**config.mk**
```make
export PLATFORM = sky130hd
export DESIGN_NAME = uart_tx_scheduler_flat
export DESIGN_NICKNAME = d
export VERILOG_FILES = /design/src/rtl/uart_tx_scheduler_if.sv /design/src/rtl/uart_tx_scheduler.sv /design/src/flat_wrapper.sv
export SDC_FILE = /design/constraint.sdc
export NUM_CORES = 1
export LEC_CHECK = 0
export CAP_MARGIN = 10
export CORE_MARGIN = 3
export CORE_UTILIZATION = 50
export CTS_BUF_LIST = sky130_fd_sc_hd__clkbuf_8
export CTS_CLUSTER_SIZE = 12
export DETAILED_ROUTE_END_ITERATION = 10
export MAX_ROUTING_LAYER = met4
export PLACE_DENSITY = 0.88
export SLEW_MARGIN = 15
export SYNTH_ARGS = -nofsm -noshare
export SYNTH_HDL_FRONTEND = slang
export SYNTH_SLANG_ARGS = --single-unit
```
**constraint.sdc**
```tcl
create_clock -name clk -period 6.5 [get_ports clk]
set_clock_uncertainty 0.1 [all_clocks]
set_input_delay 0.65 -clock clk [delete_from_list [all_inputs] [get_ports clk]]
set_output_delay 0.65 -clock clk [all_outputs]
set_load 0.01 [all_outputs]
```
**src/rtl/uart_tx_scheduler_if.sv**
```systemverilog
// Purpose: bundles the requester-side and transmitter-side signals of the
//          UART TX scheduler into one interface.
// Ports (signals):
//   req       requester -> sched  per-requester frame request, held until ack
//   req_data  requester -> sched  packed payloads, slice i = [i*DATA_W +: DATA_W]
//   ack       sched -> requester  one-cycle pulse, payload i captured
//   done      sched -> requester  one-cycle pulse, frame i fully transmitted
//   err       sched -> system     one-cycle pulse, start timeout, frame dropped
//   gnt_valid sched -> system     a frame is currently owned
//   gnt_id    sched -> system     owner index, valid while gnt_valid=1
//   tx_data   sched -> tx         payload held for the whole frame
//   tx_start  sched -> tx         one-cycle launch pulse
//   tx_busy   tx -> sched         transmitter is shifting a frame
// Modports: slave = scheduler side, master = requesters plus transmitter.
`timescale 1ns/1ps
interface uart_tx_scheduler_if #(
    parameter int NUM_REQ = 4,
    parameter int DATA_W  = 7
);
    localparam int ID_W = $clog2(NUM_REQ);

    logic [NUM_REQ-1:0]        req;
    logic [NUM_REQ*DATA_W-1:0] req_data;
    logic [NUM_REQ-1:0]        ack;
    logic [NUM_REQ-1:0]        done;
    logic                      err;
    logic                      gnt_valid;
    logic [ID_W-1:0]           gnt_id;
    logic [DATA_W-1:0]         tx_data;
    logic                      tx_start;
    logic                      tx_busy;

    modport slave (
        input  req, req_data, tx_busy,
        output ack, done, err, gnt_valid, gnt_id, tx_data, tx_start
    );

    modport master (
        output req, req_data, tx_busy,
        input  ack, done, err, gnt_valid, gnt_id, tx_data, tx_start
    );
endinterface

```
**src/rtl/uart_tx_scheduler.sv**
```systemverilog
// Purpose: round-robin scheduler sharing one UART transmitter between NUM_REQ
//          requesters. Launches a frame, waits for tx_busy to rise (bounded by
//          START_TIMEOUT) and fall, then holds the line idle for GAP_CYCLES.
// Ports:
//   clk  system clock, all logic on posedge
//   rst  synchronous active-high reset, priority over every transition
//   bus  uart_tx_scheduler_if.slave (requests, grants, transmitter handshake)
// All outputs are registered.
`timescale 1ns/1ps
module uart_tx_scheduler #(
    parameter int NUM_REQ       = 4,
    parameter int DATA_W        = 7,
    parameter int GAP_CYCLES    = 2,
    parameter int START_TIMEOUT = 4
) (
    input  logic                  clk,
    input  logic                  rst,
    uart_tx_scheduler_if.slave    bus
);
    localparam int ID_W  = $clog2(NUM_REQ);
    localparam int TMR_W = $clog2(START_TIMEOUT + 1);
    localparam int GAP_W = (GAP_CYCLES > 0) ? $clog2(GAP_CYCLES + 1) : 1;

    localparam logic [ID_W-1:0]  LAST_ID  = ID_W'(NUM_REQ - 1);
    localparam logic [TMR_W-1:0] TMO_LAST = TMR_W'(START_TIMEOUT - 1);
    // Only reached when GAP_CYCLES > 0; the GAP state is skipped otherwise.
    localparam logic [GAP_W-1:0] GAP_LAST = GAP_W'(GAP_CYCLES - 1);

    typedef enum logic [1:0] {IDLE, WAIT_BUSY, WAIT_DONE, GAP} state_t;

    state_t               state_q, state_d;
    logic [ID_W-1:0]      rr_ptr_q, rr_ptr_d;
    logic [TMR_W-1:0]     timer_q, timer_d;
    logic [GAP_W-1:0]     gap_q, gap_d;
    logic [NUM_REQ-1:0]   ack_q, ack_d;
    logic [NUM_REQ-1:0]   done_q, done_d;
    logic                 err_q, err_d;
    logic                 gnt_valid_q, gnt_valid_d;
    logic [ID_W-1:0]      gnt_id_q, gnt_id_d;
    logic [DATA_W-1:0]    tx_data_q, tx_data_d;
    logic                 tx_start_q, tx_start_d;

    logic                 win_found;
    logic [ID_W-1:0]      win_id;
    logic [ID_W-1:0]      cand;
    logic [DATA_W-1:0]    win_data;

    // Round-robin search: first requester at or after rr_ptr, wrapping.
    always_comb begin
        win_found = 1'b0;
        win_id    = '0;
        cand      = '0;
        for (int i = 0; i < NUM_REQ; i++) begin
            cand = ID_W'((int'(rr_ptr_q) + i) % NUM_REQ);
            if (!win_found && bus.req[cand]) begin
                win_found = 1'b1;
                win_id    = cand;
            end
        end
    end

    always_comb begin
        win_data = '0;
        for (int j = 0; j < NUM_REQ; j++) begin
            if (win_id == ID_W'(j)) begin
                win_data = bus.req_data[j*DATA_W +: DATA_W];
            end
        end
    end

    always_comb begin
        state_d     = state_q;
        rr_ptr_d    = rr_ptr_q;
        timer_d     = timer_q;
        gap_d       = gap_q;
        gnt_valid_d = gnt_valid_q;
        gnt_id_d    = gnt_id_q;
        tx_data_d   = tx_data_q;
        ack_d       = '0;
        done_d      = '0;
        err_d       = 1'b0;
        tx_start_d  = 1'b0;

        case (state_q)
            IDLE: begin
                if (win_found) begin
                    tx_data_d      = win_data;
                    gnt_id_d       = win_id;
                    gnt_valid_d    = 1'b1;
                    tx_start_d     = 1'b1;
                    ack_d[win_id]  = 1'b1;
                    rr_ptr_d       = (win_id == LAST_ID) ? '0 : win_id + 1'b1;
                    timer_d        = '0;
                    state_d        = WAIT_BUSY;
                end
            end
            WAIT_BUSY: begin
                if (bus.tx_busy) begin
                    state_d = WAIT_DONE;
                end else if (timer_q == TMO_LAST) begin
                    // Transmitter never answered: drop the frame, no done.
                    err_d       = 1'b1;
                    gnt_valid_d = 1'b0;
                    gap_d       = '0;
                    state_d     = (GAP_CYCLES == 0) ? IDLE : GAP;
                end else begin
                    timer_d = timer_q + 1'b1;
                end
            end
            WAIT_DONE: begin
                if (!bus.tx_busy) begin
                    done_d[gnt_id_q] = 1'b1;
                    gnt_valid_d      = 1'b0;
                    gap_d            = '0;
                    state_d          = (GAP_CYCLES == 0) ? IDLE : GAP;
                end
            end
            GAP: begin
                // Requests and tx_busy are ignored while the line idles.
                if (gap_q == GAP_LAST) begin
                    state_d = IDLE;
                end else begin
                    gap_d = gap_q + 1'b1;
                end
            end
            default: state_d = IDLE;
        endcase
    end

    always_ff @(posedge clk) begin
        if (rst) begin
            state_q     <= IDLE;
            rr_ptr_q    <= '0;
            timer_q     <= '0;
            gap_q       <= '0;
            ack_q       <= '0;
            done_q      <= '0;
            err_q       <= 1'b0;
            gnt_valid_q <= 1'b0;
            gnt_id_q    <= '0;
            tx_data_q   <= '0;
            tx_start_q  <= 1'b0;
        end else begin
            state_q     <= state_d;
            rr_ptr_q    <= rr_ptr_d;
            timer_q     <= timer_d;
            gap_q       <= gap_d;
            ack_q       <= ack_d;
            done_q      <= done_d;
            err_q       <= err_d;
            gnt_valid_q <= gnt_valid_d;
            gnt_id_q    <= gnt_id_d;
            tx_data_q   <= tx_data_d;
            tx_start_q  <= tx_start_d;
        end
    end

    assign bus.ack       = ack_q;
    assign bus.done      = done_q;
    assign bus.err       = err_q;
    assign bus.gnt_valid = gnt_valid_q;
    assign bus.gnt_id    = gnt_id_q;
    assign bus.tx_data   = tx_data_q;
    assign bus.tx_start  = tx_start_q;
endmodule

```
**src/flat_wrapper.sv**
```systemverilog
// flat-port wrapper written by rule: the top's interface ports become plain ports
module uart_tx_scheduler_flat 
#(
    parameter int NUM_REQ       = 4,
    parameter int DATA_W        = 7,
    parameter int GAP_CYCLES    = 2,
    parameter int START_TIMEOUT = 4
)
  (clk, rst, bus_req, bus_req_data, bus_tx_busy, bus_ack, bus_done, bus_err, bus_gnt_valid, bus_gnt_id, bus_tx_data, bus_tx_start);
  uart_tx_scheduler_if #(.NUM_REQ(NUM_REQ), .DATA_W(DATA_W)) bus_i ();
  input  logic clk;
  input  logic rst;
  input wire logic [$bits(bus_i.req)-1:0] bus_req;
  input wire logic [$bits(bus_i.req_data)-1:0] bus_req_data;
  input wire logic [$bits(bus_i.tx_busy)-1:0] bus_tx_busy;
  output wire logic [$bits(bus_i.ack)-1:0] bus_ack;
  output wire logic [$bits(bus_i.done)-1:0] bus_done;
  output wire logic [$bits(bus_i.err)-1:0] bus_err;
  output wire logic [$bits(bus_i.gnt_valid)-1:0] bus_gnt_valid;
  output wire logic [$bits(bus_i.gnt_id)-1:0] bus_gnt_id;
  output wire logic [$bits(bus_i.tx_data)-1:0] bus_tx_data;
  output wire logic [$bits(bus_i.tx_start)-1:0] bus_tx_start;
  assign bus_i.req = bus_req;
  assign bus_i.req_data = bus_req_data;
  assign bus_i.tx_busy = bus_tx_busy;
  assign bus_ack = bus_i.ack;
  assign bus_done = bus_i.done;
  assign bus_err = bus_i.err;
  assign bus_gnt_valid = bus_i.gnt_valid;
  assign bus_gnt_id = bus_i.gnt_id;
  assign bus_tx_data = bus_i.tx_data;
  assign bus_tx_start = bus_i.tx_start;
  uart_tx_scheduler #(.NUM_REQ(NUM_REQ), .DATA_W(DATA_W), .GAP_CYCLES(GAP_CYCLES), .START_TIMEOUT(START_TIMEOUT)) u_core (.clk(clk), .rst(rst), .bus(bus_i));
endmodule
```
==> results.json <==
{
  "power_density_nw_per_um2": 415,
  "avgViaCountPerCell": 5.63,
  "cp-end-kind": "register",
  "grt_usage_pct": 22.8,
  "cts.sinks": 29,
  "hold_class": "register to register",
  "p_leak_nw": 0.917,
  "rsz0062_at_grt": "no",
  "arrival_ns": 2.90,
  "grt_max_degree": 21,
  "core_area_sq_um": 2850,
  "cp_max_fo": 16,
  "synth_top_area_share_pct": 37.8,
  "hold_path_end": "u_core.timer_q[2]",
  "synth_nets": 234,
  "place_congestion": 0.753,
  "hp-start": "u_core.timer_q[2]",
  "antenna_found_initial": 0,
  "min_period_over_period_pct": 44.1,
  "rr_startpoint": "u_core.rr_ptr_q[0]",
  "worst_slack_ns": 3.63,
  "dieWidth_um": 61.5,
  "nets": 284,
  "dr.pass1.iters": 4,
  "synth_most_common_cell": "a21oi_1",
  "cts_buffers": 5,
  "htreeDepth": 2,
  "min_period_ns": 2.87,
  "crit_path_max_incr_delay_ns": 0.57,
  "yosysSeqAreaShare_pct": 37.8,
  "stdcell_count": 270,
  "rows": 19,
  "syn-instance-count": 188,
  "yosys_warnings": 0,
  "synth_top_area_cell": "dfxtp_1",
  "drt-total-wl_um": 3850,
  "netlist_top_cells_count": "a21oi_1 (32), dfxtp_1 (29), inv_1 (17)",
  "avgSynthCellArea_sq_um": 8.18,
  "hold_violations": 0,
  "hpwl_um": 2770,
  "synth.area.top_cells": "dfxtp_1 (38%), a21oi_1 (10%), ha_1 (9.0%)",
  "criticalPathCategory": "primary input to register",
  "crit_chain": "clkdlybuf4s50_1 -> inv_1 -> a22o_1 -> a211o_1 -> inv_2 -> ha_1 -> a21oi_1 -> a22oi_1 -> a21oi_1",
  "drive_gt1_share_pct": 5.02,
  "dp.cells": 262,
  "num_io_pins": 55,
  "cts_tree": "built",
  "status": "complete, no violations",
  "drtIter0Drc": 77,
  "relSlewSlack_pct": 54.7,
  "cts-root-buf": "clkbuf_8",
  "synth-edff-count": 0,
  "timing.fmax_ghz": 0.349,
  "cap_violations": 0,
  "r2r_end": "u_core.bus.tx_data[0]",
  "setup.worst_path.start_class": "primary input",
  "die_height_um": 61.5,
  "area_growth_pct": 42.6,
  "vias": 1520,
  "syn-cell-area_sq_um": 1540,
  "postCtsSetupRepairBufs": 0,
  "synth_seq_cells": 29,
  "dieArea_sq_um": 3780,
  "ys_types": 32,
  "crit_path_frequent_cell": "a21oi_1",
  "drv_slew": 0,
  "drtAntennaViolNets": 0,
  "cts_resized": 0,
  "async_flop_share_pct": 0,
  "dpl_cell_area_sq_um": 2070,
  "worst_path_max_delay_cell": "clkdlybuf4s50_1",
  "initial_core_util_pct": 53.9,
  "vdd_ir_drop_max_mv": 0.242,
  "grt_overflow": 0,
  "avgRoutedWirePerCell_um": 14.2,
  "clock_latency_ns": 0.28,
  "reg2regPathDepth": 8,
  "port_buffers": 54,
  "ff2ff_setup_slack_ns": 4.21,
  "drc": 0,
  "fin_tns_setup_ns": 0,
  "setup_viol": 0,
  "diodes": 0,
  "cts.path.max_buffers": 2,
  "cts_hold_buffers": 0,
  "path_clk_slew_ns": 0.06,
  "final_design_area_no_fill_sq_um": 2190,
  "dominantRegCellSynth": "dfxtp_1",
  "place_ws_ns": 3.36,
  "worst_pin_slew_ns": 0.677,
  "total_power_mw": 0.910,
  "required_ns": 6.53,
  "grt_pass1_vias": 1390,
  "grt_pass1_wl_um": 6130,
  "min_path_cells": 2
}
## cells by family after synthesis
group	Yosys count	synth area share, %
AND/OR/NAND/NOR	51	18.6
flip-flops	29	37.8
multiplexers	2	1.38
adder cells (fa/ha/maj)	11	8.95
buffers and inverters	29	7.24
AO/OA/AOI/OAI	66	26.0
## sequential cells by signal (all words and copies together) (netlist names)
name and count:
u_core.bus.ack 4, u_core.bus.done 4, u_core.bus.err 1, u_core.bus.gnt_id 2
u_core.bus.gnt_valid 1, u_core.bus.tx_data 7, u_core.bus.tx_start 1, u_core.gap_q 2
u_core.rr_ptr_q 2, u_core.state_q 2, u_core.timer_q 3
## metrics by stage
step	util (%)	hold slack, ns
after global placement	72.7	0.359
after global routing	76.8	0.396
final	76.8	0.383
after detailed placement	72.7	0.374
after CTS	76.8	0.385
after floorplan	-	0.346
## critical path, delay by kind of cell
| kind | cells | cell delay, ns |
|---|---|---|
| buffers and inverters | 3 | 0.73 |
| adder cells (fa/ha/maj) | 1 | 0.50 |
| AO/OA/AOI/OAI | 5 | 1.02 |
## worst max-delay path by stage
stage / start / endpoint / slack [ns]
after detailed placement: bus_req[3] / u_core.bus.tx_data[0] / 3.36
after global routing: bus_req[1] / u_core.bus.tx_data[6] / 3.50
after floorplan: bus_req[3] / u_core.bus.tx_data[6] / 4.09
final: bus_req[3] / u_core.bus.tx_data[0] / 3.63
after CTS: bus_req[3] / u_core.bus.tx_data[0] / 3.65
after global placement: bus_req[3] / u_core.bus.tx_data[5] / 3.47
## power by group
| part | switching, mW | internal (mW) |
|---|---|---|
| logic | 0.243 | 0.210 |
| registers | 0.0364 | 0.231 |
| clock network | 0.0666 | 0.123 |
## placed cells by master (no fill, tap or decap), types with 3 or more instances in the layout
cell type / count
clkdlybuf4s50_1: 54
and3_1: 5
nor2_1: 5
clkbuf_8: 6
inv_1: 18
o21ai_0: 13
a22oi_1: 7
o21ai_1: 3
a21oi_1: 32
ha_1: 11
nand2b_1: 8
nor3_1: 4
a32o_1: 3
nand3_1: 6
nand2_1: 14
dfxtp_1: 29
## metal layers
metal  routed length (um)  global-route usage, %  vias up  share of wire [%]
met5                    0                      -        -                  0
li1                     -                      -      762                  -
met1                 1740                   26.6      703                 45
met4                   66                   10.0        0                1.7
met2                 1850                   36.6       48                 48
met3                  185                   6.29        7                4.8
## layout make-up
class	count	area, sq um
Clock buffer	6	82.6
Clock inverter	2	33.8
Fill cell	205	661
Inverter	18	67.6
Multi-Input combinational cell	130	848
Sequential cell	29	581
Tap cell	31	38.8
Timing Repair Buffer	54	541
Note: power is estimated with default switching activity, not from simulation.
